**config.mk**
```make
export PLATFORM = sky130hd
export DESIGN_NAME = counter_ctrl_unit
export DESIGN_NICKNAME = d
export VERILOG_FILES = /design/src/rtl/counter_ctrl_unit_pkg.sv /design/src/rtl/counter_ctrl_unit_tick_gen.sv /design/src/rtl/counter_ctrl_unit.sv
export SDC_FILE = /design/constraint.sdc
export NUM_CORES = 1
export LEC_CHECK = 0
export ABC_CLOCK_PERIOD_IN_PS = 3400
export CELL_PAD_IN_SITES_DETAIL_PLACEMENT = 1
export CELL_PAD_IN_SITES_GLOBAL_PLACEMENT = 1
export CORE_MARGIN = 1
export CORE_UTILIZATION = 40
export DETAILED_ROUTE_END_ITERATION = 16
export PLACE_DENSITY_LB_ADDON = 0.1
export RECOVER_POWER = 100
export SLEW_MARGIN = 40
export SYNTH_ARGS = -nofsm -noshare
export SYNTH_HDL_FRONTEND = slang
export SYNTH_HIERARCHICAL = 1
export SYNTH_SLANG_ARGS = --single-unit
```
**constraint.sdc**
```tcl
create_clock -name clk -period 3.4 [get_ports clk]
set_input_delay 0.51 -clock clk [delete_from_list [all_inputs] [get_ports clk]]
set_output_delay 0.51 -clock clk [all_outputs]
set_load 0.05 [all_outputs]
```
**src/rtl/counter_ctrl_unit_pkg.sv**
```systemverilog
// Shared definitions for the counter control unit: FSM encoding, count width,
// default parameters and the wrap-aware count step helper.
package counter_ctrl_unit_pkg;

  localparam int CNT_W         = 14;
  localparam int DEF_MAX_COUNT = 9999;
  localparam int DEF_TICK_DIV  = 10_000_000;

  typedef enum logic [1:0] {
    ST_STOP  = 2'd0,
    ST_RUN   = 2'd1,
    ST_CLEAR = 2'd2
  } state_e;

  // One count step in the selected direction, wrapping between 0 and max_c.
  function automatic logic [CNT_W-1:0] step_count(
    input logic [CNT_W-1:0] cnt,
    input logic             down,
    input logic [CNT_W-1:0] max_c
  );
    logic [CNT_W-1:0] nxt;
    if (down) begin
      nxt = (cnt == '0) ? max_c : cnt - CNT_W'(1);
    end else begin
      nxt = (cnt == max_c) ? '0 : cnt + CNT_W'(1);
    end
    return nxt;
  endfunction

endpackage

```
**src/rtl/counter_ctrl_unit_tick_gen.sv**
```systemverilog
// Prescaler: counts 0..TICK_DIV-1 while enabled, holds while disabled, and
// emits a one-cycle tick in the cycle it is about to wrap.
module counter_ctrl_unit_tick_gen
  import counter_ctrl_unit_pkg::*;
#(
  parameter int TICK_DIV = DEF_TICK_DIV
) (
  input  logic clk,
  input  logic reset,
  input  logic en_i,
  input  logic clr_i,
  output logic tick_o
);

  localparam int            W    = (TICK_DIV > 1) ? $clog2(TICK_DIV) : 1;
  localparam logic [W-1:0]  LAST = W'(TICK_DIV - 1);

  logic [W-1:0] cnt_q;

  assign tick_o = en_i && (cnt_q == LAST);

  // Prescaler register: clear has priority over counting, wraps on tick.
  always_ff @(posedge clk) begin
    // NOTE: sequential state uses non-blocking '<=' so every register samples
    // pre-edge values; blocking '=' here would create order-dependent races.
    if (!reset) begin
      cnt_q <= '0;
    end else if (clr_i) begin
      cnt_q <= '0;
    end else if (en_i) begin
      cnt_q <= tick_o ? '0 : cnt_q + W'(1);
    end
  end

endmodule

```
**src/rtl/counter_ctrl_unit.sv**
```systemverilog
// Run/stop/clear controller with button edge detection and a wrapping
// up/down counter feeding the FND display path.
module counter_ctrl_unit
  import counter_ctrl_unit_pkg::*;
#(
  parameter int TICK_DIV  = DEF_TICK_DIV,
  parameter int MAX_COUNT = DEF_MAX_COUNT
) (
  input  logic             clk,
  input  logic             reset,
  input  logic             i_btn_run,
  input  logic             i_btn_clear,
  input  logic             i_btn_mode,
  output logic [CNT_W-1:0] o_count,
  output logic             o_tick,
  output logic             o_run,
  output logic             o_mode_down
);

  localparam logic [CNT_W-1:0] MAX_C = CNT_W'(MAX_COUNT);

  state_e           state_q;
  logic             prev_run_q, prev_clear_q, prev_mode_q;
  logic             rise_run, rise_clear, rise_mode;
  logic             tick;
  logic [CNT_W-1:0] count_q;
  logic             tick_q, run_q, mode_q;

  assign rise_run   = i_btn_run   & ~prev_run_q;
  assign rise_clear = i_btn_clear & ~prev_clear_q;
  assign rise_mode  = i_btn_mode  & ~prev_mode_q;

  counter_ctrl_unit_tick_gen #(
    .TICK_DIV (TICK_DIV)
  ) u_tick_gen (
    .clk    (clk),
    .reset  (reset),
    .en_i   (state_q == ST_RUN),
    .clr_i  (state_q == ST_CLEAR),
    .tick_o (tick)
  );

  // Previous button levels, so a held button yields exactly one event.
  always_ff @(posedge clk) begin
    if (!reset) begin
      prev_run_q   <= 1'b0;
      prev_clear_q <= 1'b0;
      prev_mode_q  <= 1'b0;
    end else begin
      prev_run_q   <= i_btn_run;
      prev_clear_q <= i_btn_clear;
      prev_mode_q  <= i_btn_mode;
    end
  end

  // FSM, count, direction and registered outputs.
  always_ff @(posedge clk) begin
    if (!reset) begin
      state_q <= ST_STOP;
      run_q   <= 1'b0;
      count_q <= '0;
      tick_q  <= 1'b0;
      mode_q  <= 1'b0;
    end else begin
      tick_q <= tick;

      // A step uses the direction held before any toggle on this edge.
      if (state_q == ST_CLEAR) begin
        count_q <= '0;
      end else if (tick) begin
        count_q <= step_count(count_q, mode_q, MAX_C);
      end

      if (rise_mode) begin
        mode_q <= ~mode_q;
      end

      case (state_q)
        ST_STOP: begin
          if (rise_clear) begin
            state_q <= ST_CLEAR;
            run_q   <= 1'b0;
          end else if (rise_run) begin
            state_q <= ST_RUN;
            run_q   <= 1'b1;
          end
        end
        ST_RUN: begin
          // Clear is deliberately ignored while running.
          if (rise_run) begin
            state_q <= ST_STOP;
            run_q   <= 1'b0;
          end
        end
        ST_CLEAR: begin
          state_q <= ST_STOP;
          run_q   <= 1'b0;
        end
        default: begin
          state_q <= ST_STOP;
          run_q   <= 1'b0;
        end
      endcase
    end
  end

  assign o_count     = count_q;
  assign o_tick      = tick_q;
  assign o_run       = run_q;
  assign o_mode_down = mode_q;

endmodule

```
# Yosys cells after proc, flatten, opt, wreduce, memory -nomap -nowiden
# Index checks and enable logic that the tools add are counted.
[op_classes]
add_sub_neg = 3
n_eq_ne = 6
mux = 12
bitwise = 8
n_reduce_logical = 5
[ops]
columns = ["op", "n"]
rows = [
  ["14-bit two-way mux", 3],
  ["24-bit by 1-bit adder with 24-bit output (second input constant)", 1],
  ["24-bit == test (second input constant)", 1],
  ["24-bit two-way mux", 1],
  ["14-bit by 1-bit adder with 14-bit output (second input constant)", 1],
  ["14-bit == test (second input constant)", 1],
  ["14-bit logical NOT", 1],
  ["14-bit by 1-bit subtractor with 14-bit output (second input constant)", 1],
  ["2-bit two-way mux", 3],
  ["1-bit inverter", 5],
  ["2-bit case mux with 2 select lines", 1],
  ["1-bit bitwise AND", 3],
  ["1-bit two-way mux", 3],
  ["3-bit inequality test (second input constant)", 1],
  ["2-bit by 1-bit == test with 1-bit output (second input constant)", 1],
  ["2-bit == test (second input constant)", 1],
  ["2-bit logical NOT", 1],
  ["2-bit inequality test (second input constant)", 1],
  ["1-bit case mux with 2 select lines", 1],
  ["2-bit AND reduction", 1],
  ["2-bit OR reduction", 1],
  ["1-bit logical AND", 1],
]
[word_totals]
regBits = 46
in_bits = 5
output_inout_bits = 17
elab_cells = 43

# Logic depth before layout (Yosys ltp)
[depth]
ltp_word = 5
ltp_mapped = 12
ltp_nobuf = 9

# Hierarchy
# The synthesis kept the hierarchy.
[by_module_without_submodules]
columns = ["module", "instances", "cells_each", "area_each_um2", "seq_area_each_um2"]
rows = [
  ["counter_ctrl_unit", 1, 197, 1621.6, 420.4],
  ["counter_ctrl_unit_tick_gen", 1, 140, 1211.2, 480.5],
]

# Worst setup path after synthesis
# No wires, ideal clock.
[synth_timing]
kind = "reg2reg"
start = "reg o_run (netlist name)"
end = "reg count_q[12] (netlist: o_count[12])"
setup_ns = 0.143
t_arrival_ns = 2.962
t_required_ns = 3.257
setup_slack_ns = 0.295
stages_incl_launch_ff = 12
path_buffers = 3
synth_period_minus_slack_ns = 3.105
cell_sequence = "dfxtp_1 -> nor2b_1 -> and4_1 -> buf_4 -> nand2_1 -> buf_2 -> nor2_1 -> clkdlybuf4s50_2 -> nand3_1 -> or3_2 -> o2111ai_1 -> o311ai_0"
[synth_lines]
columns = ["element", "line", "text"]
rows = [
  ["to (signal assigned)", "counter_ctrl_unit.sv:71", "count_q <= step_count(count_q, mode_q, MAX_C);"],
  ["to (decl)", "counter_ctrl_unit.sv:26", "logic [CNT_W-1:0] count_q;"],
]

# Worst setup path after layout
[layout_timing]
start = "reg count_q[0] (netlist: o_count[0])"
end = "reg count_q[3] (netlist: o_count[3])"
[layout_via]
elab_chain_len = 3
word_cells_on_any_way = 7
cone_classes = "add/sub: 2; eq/ne: 1; mux: 3; reduce/logical: 1"
[layout_rtl]
columns = ["element", "line", "text"]
rows = [
  ["14-bit by 1-bit adder with 14-bit output, or another cell as far along", "counter_ctrl_unit_pkg.sv:25", "nxt = (cnt == max_c) ? '0 : cnt + CNT_W'(1);"],
  ["14-bit two-way mux (on tied branches)", "counter_ctrl_unit_pkg.sv:25, counter_ctrl_unit_pkg.sv:23", ""],
  ["14-bit two-way mux (*)", "counter_ctrl_unit_pkg.sv:22", "if (down) begin"],
]
# Mark *: on every way between the ends. The rest lies on a longest branch, timed or not.
# A chain may end at the register's enable or synchronous reset.

==> flow_summary.yaml <==
critical_path:
  critPathTopFamily: "compound AO/OA/AOI/OAI gates"
  end_kind: "flip-flop"
  path_cells: "inv_1 > ha_1 > nor3b_1 > clkbuf_1 > nand2_1 > o41ai_2 > and3b_1 > a211oi_1"
  r2r-start: "o_count[0]$_SDFFE_PP0P_"
  crit_type: "flip-flop to flip-flop"
  critPathLaunch: "o_count[0]$_SDFFE_PP0P_"
  slowest_delay_ps: 780
  rrSetupSlack_ps: 760
  cp.arrival_ps: 2860
  crit_slowest_cell: "o41ai_2"
  critPathLaunchType: "flip-flop"
  worst-path-buf-inv: 2
  crit_path_max_fanout: 12
  required_ps: 3610
yosys:
  synth_fa_ha_area_frac: 0.0133
  synth-xor-area-share: 0.0402
  synth_edf_count: 0
  syn_area_per_cell_um2: 8.41
  synth_top_family_by_area: "simple AND/OR/NAND/NOR gates"
  seq_area_frac_synth: 0.318
  synth-compound-area-share: 0.211
  syn_inst: 337
  syn_area_um2: 2830
  ys_types: 68
  synthMuxAreaShare: 0.0141
  syn-num-nets: 345
  yosysWarnings: 6
  ys_ff_latch: 45
  ys.flop_type: "dfxtp_1"
  synth_simple_gate_area_frac: 0.320
  synthArstFlopShare: 0
timing:
  setup_tns_ps: 0
  tightest_slew_ps: 881
  hold_violations: 0
  relSlewSlack: 0.410
  slew_viol_final: 0
  max_freq_ghz: 0.378
  setup_viol_count_final: 0
  rsz0062_at_grt: "no"
  min_period_over_period: 0.778
  fin_crit_ps: 2640
  skew_ps: 6.21
outcome:
  status: "finished, final reports clean"
layout:
  layout-drive-gt1-share: 0.0870
  mostFrequentLayoutCell: "dfxtp_1"
  fin_nets: 352
  utilization: 0.451
  fillers: 859
  final_cell_mix: "dfxtp_1 (45), nor2_1 (32), a21oi_1 (27), dlygate4sd3_1 (19), nand2_1 (16)"
  diodes: 0
  syn_to_final_growth_pct: 8.88
detailed_routing:
  drc: 0
  vias: 2585
  wirelength_um: 7220
  ant_nets: 0
  via_per_inst: 5.86
  drt_iter0_drc: 146
  drtPass1Iterations: 4
  wl_per_cell_um: 16.4
die:
  io_pins: 22
  coreArea_um2: 6830
  die_w_um: 86.2
  rows: 30
  initial_core_util: 0.415
  die_h_um: 86.2
  dieArea_um2: 7420
clocking:
  cts.sinks: 45
  postCtsHoldBufs: 0
  tritoncts: "built"
  ctsHtreeMaxLevel: 2
  clockBufferDepth: 2
  post_cts_buffers: 0
  clkTransAtPathRegs_ps: 80
  cts_resized: 0
  numCtsBuffers: 5
  cts-root-buf: "clkbuf_8"
  clk_latency_ps: 300
power_and_ir_drop:
  p_leak_nw: 1.12
  p_per_area_nw_per_um2: 320
  ir_drop_mv: 0.157
min_path:
  hold_class: "flip-flop to flip-flop"
  worstHoldStart: "u_tick_gen/cnt_q[23]$_SDFFE_PP0P_"
place:
  place.gp.congestion: 0.817
  dpl.hpwl_um: 5050
  port_buffers: 21
grt:
  grt_max_degree: 19
  grt_pass1_vias: 2514
  grt.met1_usage: 0.271
  overflow: 0
  gr-usage-met2: 0.361
  grt_use_total: 0.210
  grt_busiest_layer: "met2"
  grt_pass1_wl_um: 12300
  met3_usage: 0.0289
  antenna_found_initial: 0
job:
  cap_violations: 0
-- path summary, 6_finish.rpt --
path | cells after the start | to
max reg2reg | 8 | o_count[3]$_SDFFE_PP0P_
min reg2reg | 2 | u_tick_gen/cnt_q[23]$_SDFFE_PP0P_
max | 8 | o_count[3]$_SDFFE_PP0P_
min | 2 | u_tick_gen/cnt_q[23]$_SDFFE_PP0P_
-- layout make-up --
class                           count  area (um2)  area share
Multi-Input combinational cell    257        1680       0.546
Clock buffer                        7        96.3      0.0312
Clock inverter                      1        5.00     0.00162
Tap cell                           96         120      0.0389
Timing Repair Buffer               27         248      0.0803
Inverter                            8        30.0     0.00974
Sequential cell                    45         901       0.292
-- metal layers --
| metal | vias up | wire, um | share of wire |
|---|---|---|---|
| li1 | 1274 | - | - |
| met1 | 1258 | 3330 | 0.46 |
| met2 | 44 | 3580 | 0.50 |
| met3 | 9 | 212 | 0.029 |
| met4 | 0 | 90 | 0.012 |
| met5 | - | 0 | 0 |
-- state kept, by name, summed over array words and instances, names as in the netlist --
| signal | flops |
|---|---|
| o_count | 14 |
| o_mode_down | 1 |
| o_run | 1 |
| o_tick | 1 |
| prev_clear_q | 1 |
| prev_mode_q | 1 |
| prev_run_q | 1 |
| state_q | 1 |
| u_tick_gen/cnt_q | 24 |
-- where the power goes --
part	internal [mW]	switching, mW	total (mW)
combinational	0.0287	0.0519	0.0806
clock	0.184	0.186	0.370
sequential	0.532	0.00385	0.536
total	0.745	0.242	0.986
-- metrics by stage --
stage	instance area (um2)	power [mW]	hold slack, ps	worst slack (ps)	instances
floorplan	2830	0.608	447	295	337
global placement	3000	0.631	461	910	433
finish	3080	0.986	494	756	441
global route	3080	1.04	525	499	441
detailed placement	3000	0.632	484	797	433
CTS	3100	1.01	496	781	441
-- cell families after synthesis --
| logic type | after synthesis |
|---|---|
| DFF | 45 |
| and+or+nand+nor | 154 |
| muxes | 4 |
| buffers and inverters | 35 |
| xor gates and xnor gates | 13 |
| adders and majority gates | 3 |
| AOI/OAI and AO/OA | 83 |
-- worst register-to-register path, cell delays in order, from the launching register on --
cell and delay (ps):
dfxtp_1 430, inv_1 120, ha_1 200, nor3b_1 180
clkbuf_1 280, nand2_1 140, o41ai_2 780, and3b_1 260
a211oi_1 170
-- cell usage after synthesis (5+ instances only) --
library cell  instances  area, um2
nand2_1              16       60.1
and3_1                5       31.3
nand3_1              15       75.1
nand4_1              11       68.8
and4_1                5       43.8
buf_4                 5       37.5
and2_1                7       43.8
or4_1                11       82.6
or3_1                 6       37.5
nand2b_1              7       43.8
xor2_1                7       61.3
xnor2_1               6       52.6
nor2_1               32        120
o21a_1                5       37.5
a21oi_1              27        135
nor3_1               13       65.1
clkbuf_1              7       26.3
dfxtp_1              45        901
o21ai_0              12       60.1
inv_1                 7       26.3
o31ai_1               8       60.1
Note: power is estimated with default switching activity, not from simulation.
